[src/rtl/vga_timing_gen.sv]
// vga_timing_gen: programmable VGA raster timing; clk/reset in; hsync, vsync, hcount, vcount, pix_clk, pix_en, blank, line_end, frame_end, frame_count out; VGA_TIMING_FRAME_CNT_EN builds frame_count
module vga_timing_gen #(
  parameter int H_ACTIVE = 640,
  parameter int H_FP = 16,
  parameter int H_SYNC = 96,
  parameter int H_BP = 48,
  parameter int V_ACTIVE = 480,
  parameter int V_FP = 10,
  parameter int V_SYNC = 2,
  parameter int V_BP = 33,
  parameter int CLK_DIV = 2,
  parameter int HSYNC_POL = 0,
  parameter int VSYNC_POL = 0,
  parameter int CNT_W = 10,
  parameter int FRAME_W = 8
) (
  input  logic clk,
  input  logic reset,
  output logic hsync,
  output logic vsync,
  output logic [CNT_W-1:0] hcount,
  output logic [CNT_W-1:0] vcount,
  output logic pix_clk,
  output logic pix_en,
  output logic blank,
  output logic line_end,
  output logic frame_end,
  output logic [FRAME_W-1:0] frame_count
);
  localparam int H_TOTAL = H_ACTIVE + H_FP + H_SYNC + H_BP;
  localparam int V_TOTAL = V_ACTIVE + V_FP + V_SYNC + V_BP;
  localparam int DIV_W = $clog2(CLK_DIV);
  localparam logic HP = HSYNC_POL != 0;
  localparam logic VP = VSYNC_POL != 0;
  logic [DIV_W-1:0] div_cnt, div_nxt;
  logic [CNT_W-1:0] h_nxt, v_nxt;
  logic h_in, v_in;
  assign pix_en = div_cnt == DIV_W'(CLK_DIV - 1);
  assign line_end = pix_en && hcount == CNT_W'(H_TOTAL - 1);
  assign frame_end = line_end && vcount == CNT_W'(V_TOTAL - 1);
  always_comb begin
    div_nxt = pix_en ? '0 : div_cnt + 1'b1;
    h_nxt = pix_en ? (line_end ? '0 : hcount + 1'b1) : hcount;
    v_nxt = line_end ? (frame_end ? '0 : vcount + 1'b1) : vcount;
    h_in = h_nxt >= CNT_W'(H_ACTIVE + H_FP) && h_nxt < CNT_W'(H_ACTIVE + H_FP + H_SYNC);
    v_in = v_nxt >= CNT_W'(V_ACTIVE + V_FP) && v_nxt < CNT_W'(V_ACTIVE + V_FP + V_SYNC);
  end
  always_ff @(posedge clk) begin
    if (reset) begin
      div_cnt <= '0;
      hcount <= '0;
      vcount <= '0;
      pix_clk <= 1'b0;
      hsync <= !HP;
      vsync <= !VP;
      blank <= 1'b0;
    end else begin
      div_cnt <= div_nxt;
      hcount <= h_nxt;
      vcount <= v_nxt;
      pix_clk <= div_nxt >= DIV_W'(CLK_DIV / 2);
      hsync <= h_in ? HP : !HP;
      vsync <= v_in ? VP : !VP;
      blank <= h_nxt >= CNT_W'(H_ACTIVE) || v_nxt >= CNT_W'(V_ACTIVE);
    end
  end
`ifdef VGA_TIMING_FRAME_CNT_EN
  always_ff @(posedge clk)
    frame_count <= reset ? '0 : frame_count + FRAME_W'(frame_end);
`else
  assign frame_count = '0;
`endif
endmodule

[config.mk]
export PLATFORM = sky130hd
export DESIGN_NAME = vga_timing_gen
export DESIGN_NICKNAME = d
export VERILOG_FILES = /design/src/rtl/vga_timing_gen.sv
export SDC_FILE = /design/constraint.sdc
export NUM_CORES = 1
export LEC_CHECK = 0
export CORE_AREA = 4 4 70 72
export DETAILED_ROUTE_END_ITERATION = 8
export DIE_AREA = 0 0 74 76
export PLACE_DENSITY = 0.61
export RECOVER_POWER = 100
export SETUP_SLACK_MARGIN = 0.02
export SYNTH_ARGS = -nofsm -noshare
export SYNTH_HDL_FRONTEND = slang
export SYNTH_SLANG_ARGS = --single-unit
[constraint.sdc]
create_clock -name clk -period 1.9 [get_ports clk]
set_input_delay 0.38 -clock clk [delete_from_list [all_inputs] [get_ports clk]]
set_output_delay 0.38 -clock clk [all_outputs]
set_load 0.05 [all_outputs]
* Word-level counts from Yosys, hierarchy flattened
Cells that the tools add are included.
** Storage, ports and cells
- Register bits after elaboration :: 25
- Bits in latches :: 0
- RAM bits :: 0
- ROM bits :: 0
- Bits of input ports :: 2
- Output and inout port bits :: 35
- Logic and storage cells :: 31
- Memories :: 0
** Operators by class
- Add/sub/neg operators :: 3
- Multiply operators :: 0
- Div/mod/pow operators :: 0
- Magnitude comparators :: 7
- Eq/ne operators :: 2
- Shifts and indexed selects :: 0
- Muxes and demuxes :: 7
- Bitwise gates (word level) :: 0
- Reductions and logical operators :: 5
** Operators by type and width (count)
- 2-to-1 mux 10 bit :: 4
- adder 10 x 1 -> 10 bit, second input constant :: 2
- == test 10 bit, second input constant :: 2
- greater-or-equal comparator 10 bit, second input constant :: 2
- greater-or-equal comparator 10 x 9 -> 1 bit, second input constant :: 2
- < comparator 10 bit, second input constant :: 1
- < comparator 10 x 9 -> 1 bit, second input constant :: 1
- logical AND 1 bit :: 4
- 2-to-1 mux 1 bit :: 3
- adder 1 bit, second input constant :: 1
- greater-or-equal comparator 1 bit, second input constant :: 1
- logical OR 1 bit :: 1

* Depth between registers and ports, before layout
Gate-level depths: netlist (run 1).
- Depth after elaboration :: 8
- Depth in mapped cells :: 10
- Depth with buffers taken out :: 8

* Worst setup path before layout (run 1)
No wires, ideal clock.
- Path type :: flip-flop to flip-flop
- Start :: register hcount[0]
- End :: register blank
- Arrival :: 2.544 ns
- Path slack :: -0.764 ns
- Cell stages (with the launch flop) :: 11
- Cells stage by stage :: dfxtp_1 ha_1 and4_1 buf_4 nand4_4 inv_2 and2_1 or2_1 buf_6 nor2_2 a211o_1
** Between the ends
- Longest elaborated chain between the ends :: 7
- Elaborated cells between the ends (all ways) :: 11
- Those cells by class :: add/sub (1); order compare (2); eq/ne (1); mux (4); reduce/logical (3)
** RTL lines
- from (decl) :: line 21 : output logic [CNT_W-1:0] hcount,
- from (signal assigned) :: line 59 : hcount <= h_nxt;
- == test 10 bit :: line 39 : assign line_end = pix_en && hcount == CNT_W'(H_TOTAL - 1);
- logical AND 1 bit :: line 39
- logical AND 1 bit :: line 40 : assign frame_end = line_end && vcount == CNT_W'(V_TOTAL - 1);
- net frame_end :: line 27 : output logic frame_end,
- 2-to-1 mux 10 bit (2 in series) :: line 44 : v_nxt = line_end ? (frame_end ? '0 : vcount + 1'b1) : vcount;
- greater-or-equal comparator 10 x 9 -> 1 bit :: line 64 : blank <= h_nxt >= CNT_W'(H_ACTIVE) || v_nxt >= CNT_W'(V_ACTIVE);
- logical OR 1 bit :: line 64
- to (signal assigned) :: line 64
- to (decl) :: line 25 : output logic blank,
The timed path passes the listed nets, and every way through them passes these cells.
A chain may end at the register's enable or synchronous reset.

* Final worst setup path (run 1)
- Start :: register vcount[7]
- End :: output frame_end
** Between the ends
- Longest elaborated chain between the ends :: 2
** RTL lines
- from (decl) :: line 22 : output logic [CNT_W-1:0] vcount,
- from (signal assigned) :: line 60 : vcount <= v_nxt;
- == test 10 bit :: line 40
- logical AND 1 bit :: line 40
- to (decl) :: line 27
Every way passes these cells.

==> results.json, run 1 <==
{
  "met2_length_mm": 1.77,
  "clk_path_buf_depth": 2,
  "cts-root-buf": "clkbuf_8",
  "status": "completed",
  "synth_edf_count": 0,
  "rr_worst_depth": 7,
  "seq_area_sq_um": 518,
  "wirelength_mm": 3.52,
  "nets": 218,
  "cp_max_fo": 2,
  "route.met3.wl_um": 242,
  "required_ns": 1.52,
  "portBuffers": 28,
  "p_per_area_mw_per_mm2": 468,
  "fin_skew_ns": 0.00296,
  "die_area_sq_mm": 0.00562,
  "fin_util_pct": 45.7,
  "rows": 24,
  "dieHeight_um": 76,
  "hold_viol": 0,
  "tritoncts": "built",
  "pre_cts_ws_ns": -0.0454,
  "fmax_mhz": 537,
  "syn_area_sq_mm": 0.00147,
  "cts_made_buffers": 3,
  "finalNonFillerCells": 264,
  "multi_input_area_sq_um": 900,
  "p_comb_share_pct": 10.8,
  "yosysTopAreaCell": "dfxtp_1",
  "ir_drop_uv": 290,
  "die_width_um": 74,
  "timing.rr.start": "hcount[1]",
  "crit_path_top_delay_cell": "or3_4",
  "ys.flop_type": "dfxtp_1",
  "layout_common_cells": "buf_4 (41), nor2_1 (20), nand2_1 (12), dfxtp_2 (12)",
  "place_inst": 255,
  "critPathLaunch": "vcount[7]",
  "grt-ovfl-total": 0,
  "worstHoldPathCells": 2,
  "reg2reg_to": "blank",
  "cp_cell_sequence": "or3_4, nor3_4, and2_4, buf_12",
  "wl_per_cell_um": 13.3,
  "synthTopCellsByArea": "dfxtp_1 (33%), buf_4 (5.6%), nor2_1 (5.4%), xor2_1 (5.4%), xnor2_1 (3.6%)",
  "async_flop_share_pct": 0,
  "grtUsageTotal_pct": 12.5,
  "grt_pass1_vias": 1176,
  "io-pin-count": 37,
  "cap_violations": 0,
  "p_leak_nw": 0.755,
  "yosysWarningCount": 0,
  "ys_types": 51,
  "diodes": 0,
  "worstSetupStartpointType": "flip-flop",
  "gp_congestion": 0.801,
  "min_period_ns": 1.86,
  "dp_hpwl_mm": 2.61,
  "power_frac_clock_pct": 33.7,
  "synth_top_cell_area_share_pct": 32.8,
  "syn_avg_cell_area_sq_um": 8.57,
  "wl_met1_mm": 1.48,
  "mostFrequentLayoutCell": "buf_4",
  "drtAntennaViolNets": 0,
  "dr_total_vias": 1309,
  "net-switching-power_mw": 0.248,
  "r2r_slack_ns": 0.10,
  "clkTransAtPathRegs_ns": 0.09,
  "synthToLayoutAreaGrowth_pct": 33.9,
  "hp-start": "hcount[1]",
  "path_buf_inv": 1,
  "grt_pass1_wl_mm": 5.58,
  "synth-seq-cells": 24,
  "endpoint_kind": "primary output",
  "worst-endpoint-arrival_ns": 1.48,
  "drv_slew": 0,
  "cpPeakStageDelay_ns": 0.39,
  "setup_viol": 0,
  "first_iter_violations": 39,
  "intPower_mw": 0.669,
  "seq_power_share_pct": 55.5,
  "vias_per_cell": 4.96,
  "start_util_pct": 34.1,
  "core-area_sq_mm": 0.00429,
  "hold_path_end": "hcount[1]",
  "switching_share_pct": 27.0,
  "crit_family": "simple AND/OR/NAND/NOR gates",
  "critPathKind": "flip-flop to primary output",
  "htreeDepth": 1,
  "drc": 0,
  "grt_antenna_before_repair": 0,
  "hp-class": "flip-flop to flip-flop",
  "ys_seq_area_share_pct": 32.8,
  "period_share_pct": 97.9,
  "clk_latency_ns": 0.27,
  "top_layer": "met4",
  "worst_slack_ns": 0.0394,
  "syn_inst": 171,
  "rsz0062_at_grt": "yes",
  "nFillCells": 414,
  "drive_gt1_share_pct": 42.5,
  "clock_sinks": 24,
  "holdBufCountCts": 0,
  "drtPass1Iterations": 4,
  "grt_max_degree": 14
}
stage by stage:
| step | power [mW] | hold WS (ns) | setup TNS [ns] | cell area (sq um) |
|---|---|---|---|---|
| after CTS | 0.937 | 0.525 | 0 | 1880 |
| after floorplan | 0.617 | 0.439 | -0.205 | 1550 |
| after detailed placement | 0.623 | 0.508 | -0.0454 | 1810 |
| after global routing | 0.960 | 0.563 | -0.0293 | 1960 |
| after global placement | 0.622 | 0.511 | 0 | 1810 |
| final | 0.917 | 0.524 | 0 | 1960 |
registers in the layout, summed over array words and instances (netlist names):
signal   count
blank        1
pix_clk      1
hsync        1
vcount      10
vsync        1
hcount      10
worst register-to-register path: cells and delay by family (launching register included):
family | cells | cell delay [ns]
and+or+nand+nor | 3 | 0.56
DFF | 1 | 0.37
AOI/OAI and AO/OA | 3 | 0.60
adders and majority gates | 1 | 0.16
cells in the mapped netlist (2+ instances only):
library cell and n:
dfxtp_1 24, xor2_1 9, nor3_1 5, or2_1 2, nand3_1 4, xnor2_1 6, nand4_1 7, buf_4 11
ha_1 3, o21ai_0 5, nor4_1 2, and2_1 3, clkbuf_1 2, a311oi_1 2, and3_1 3, or3_1 3
a21oi_1 7, nand2_1 12, buf_6 4, nor2_1 21, nor2b_1 2, inv_1 5
how the worst max path moves through the flow:
stage / endpoint / slack, ns / cells past startpoint
after CTS: frame_end / 0.03 / 6
after global routing: frame_end / -0.03 / 4
final: frame_end / 0.04 / 4
after floorplan: blank / -0.11 / 10
after global placement: vsync / 0.003 / 7
after detailed placement: vsync / -0.05 / 7
cell type report:
cell class	count	area share (%)
multi-input cells	129	45.9
inverters	6	1.28
repair buffers	49	20.9
clock buffers	3	2.10
clock inverters	1	0.191
well taps	52	3.32
flip-flops and latches	24	26.4
per-layer routing:
| layer | global-route usage [%] | up-vias |
|---|---|---|
| met5 | 0 | - |
| met4 | 2.72 | 0 |
| met3 | 4.09 | 2 |
| met2 | 21.1 | 36 |
| met1 | 15.1 | 612 |
| li1 | - | 659 |
power groups by stage:
stage	Combinational, mW	Sequential (mW)	Clock, mW
global placement	0.0984	0.524	0
detailed placement	0.0988	0.524	0
CTS	0.0990	0.512	0.326
floorplan	0.0773	0.540	0
finish	0.0988	0.509	0.309
global route	0.104	0.510	0.345
cells by family (layout without fill, tap and decap cells):
logic type               Yosys count  in the layout  share of synthesized area (%)
AND/OR/NAND/NOR                   77             77                           29.5
adder cells (fa/ha/maj)            3              3                           2.56
XOR/XNOR                          15             15                           8.97
multiplexers                       1              1                          0.683
AO/OA/AOI/OAI                     25             25                           12.0
flip-flops                        24             24                           32.8
other                              1              8                          0.256
buffers and inverters             25             59                           13.2
timing repair:
action | CTS | global route
pin swaps | 0 | 5
buffers inserted | 1 | 4
endpoints found under the setup margin | 4 | 4
gates resized for setup | 4 | 17
endpoints found under the hold margin | 0 | 0
No activity file was read; power rests on OpenSTA's default activity.
==> inputs of run 2 (changes only) <==
SETUP_SLACK_MARGIN = 0.4   (was 0.02)
==> results.json, run 2 (same netlist as run 1, synthesis figures left out) <==
{
  "status": "finished with violations",
  "failed_checks": "setup timing",
  "wirelength_mm": 4.35,
  "crit_path_top_delay_cell": "or3_4",
  "p_per_area_mw_per_mm2": 457,
  "grtUsageTotal_pct": 14.5,
  "required_ns": 1.52,
  "hp-start": "pix_clk",
  "layout_common_cells": "clkbuf_1 (25), buf_4 (21), buf_6 (16)",
  "cp_cell_sequence": "or3_4, nor3_4, and2_4, buf_12",
  "dr_total_vias": 1458,
  "drc": 0,
  "pre_cts_ws_ns": -0.0670,
  "dieHeight_um": 76,
  "worst-endpoint-arrival_ns": 1.54,
  "mostFrequentLayoutCell": "clkbuf_1",
  "hold_viol": 0,
  "holdBufCountCts": 0,
  "grt-ovfl-total": 0,
  "wl_per_cell_um": 15.3,
  "place_area_sq_mm": 0.00179,
  "endpoint_kind": "primary output",
  "critPathKind": "flip-flop to primary output",
  "hp-class": "flip-flop to flip-flop",
  "tritoncts": "built",
  "rows": 24,
  "drtPass1Iterations": 4,
  "synthToLayoutAreaGrowth_pct": 60.9,
  "cap_violations": 0,
  "clk_latency_ns": 0.28,
  "worstSetupStartpointType": "flip-flop",
  "min_period_ns": 1.92,
  "ir_drop_uv": 359,
  "reg2reg_to": "vsync",
  "portBuffers": 28,
  "period_share_pct": 101,
  "rsz0062_at_grt": "yes",
  "drive_gt1_share_pct": 51.3,
  "gp_congestion": 0.804,
  "fmax_mhz": 522,
  "first_iter_violations": 55,
  "grt_antenna_before_repair": 0,
  "drtAntennaViolNets": 0,
  "die_width_um": 74,
  "cts_made_buffers": 3,
  "grt_pass1_wl_mm": 6.40,
  "cp_max_fo": 2,
  "grt_max_degree": 15,
  "worst_pin_slew_ns": 0.641,
  "start_util_pct": 34.1,
  "die_area_sq_mm": 0.00562,
  "diodes": 0,
  "clk_path_buf_depth": 2,
  "clock_sinks": 24,
  "hold_path_end": "pix_clk",
  "cts-root-buf": "clkbuf_8",
  "rr_worst_depth": 8,
  "worst_slack_ns": -0.0164,
  "worstHoldPathCells": 1,
  "reg_top3": "hcount: 10 flops, vcount: 10 flops",
  "fin_skew_ns": 0.0104,
  "max_slew_margin_pct": 57.4,
  "core-area_sq_mm": 0.00429,
  "io-pin-count": 37,
  "drv_slew": 0,
  "clkTransAtPathRegs_ns": 0.09,
  "fin_setup_tns_ns": -0.0164,
  "final_area_sq_mm": 0.00236,
  "p_leak_nw": 0.834,
  "timing.rr.start": "vcount[7]",
  "r2r_slack_ns": 0.02,
  "htreeDepth": 1,
  "nets": 238,
  "dp_hpwl_mm": 2.59,
  "vias_per_cell": 5.13,
  "cpPeakStageDelay_ns": 0.38,
  "setup_viol": 1,
  "grt_pass1_vias": 1358
}
==> run 2: cell types whose count changed in the layout (fill, tap and decap cells not counted), sizes merged <==
| cell | before | now |
|---|---|---|
| buf | 44 | 42 |
| bufinv | 0 | 1 |
| clkbuf | 3 | 28 |
| clkdlybuf4s25 | 0 | 1 |
| clkdlybuf4s50 | 4 | 0 |
| clkinv | 1 | 0 |
==> run 2: cell type report <==
cell class                 instances  area, sq um
fill                             385         1940
multi-input combinational        129         1120
timing repair buffer              69          542
sequential                        24          531
tap                               52         65.1
clock buffer                       3         41.3
clock inverter                     1         30.0
inverter                           6         25.0
==> run 2: worst max-delay path by stage <==
stage	cells after the start	start	slack, ns	to
2_1_floorplan	10	pix_clk	-0.11	blank
3_3_place_gp	7	hcount[1]	-0.03	vsync
3_5_place_dp	7	hcount[0]	-0.07	vsync
4_1_cts	6	vcount[1]	0.03	frame_end
5_1_grt	4	vcount[7]	-0.07	frame_end
6_report	4	vcount[7]	-0.02	frame_end
==> run 2: where the power goes <==
group          internal, mW  switching (mW)  total [mW]
Clock                 0.282           0.178       0.461
Sequential            0.495         0.00758       0.503
Combinational        0.0277          0.0853       0.113
==> run 2: what timing repair did <==
action | in CTS | in global routing
gates cloned | 1 | 0
buffers inserted | 17 | 9
setup endpoints to repair | 20 | 22
resized for setup | 48 | 53
pin swaps | 15 | 25
==> run 2: per-stage QoR <==
stage                     std cells  power (mW)  utilization, %  hold WS, ns
final                           284        1.08            54.9        0.496
after global routing            284        1.12            54.9        0.503
after CTS                       275        1.09            50.0        0.503
after detailed placement        253       0.621            41.8        0.482
after global placement          253       0.620            41.8        0.481
after floorplan                 178       0.617               -        0.439
==> run 2: metal layers <==
layer	wire length [um]	GRT usage, %	vias to the layer above	part of all wire, %
li1	-	-	699	-
met1	1760	17.7	709	40
met2	2260	24.5	40	52
met3	248	3.96	10	5.7
met4	81	4.17	0	1.9
met5	0	0	-	0
==> run 2: worst max-delay path, delay by kind of cell (launching register included) <==
kind,cells,cell delay [ns]
buf+inv,1,0.13
flops,1,0.36
simple gates,3,0.77
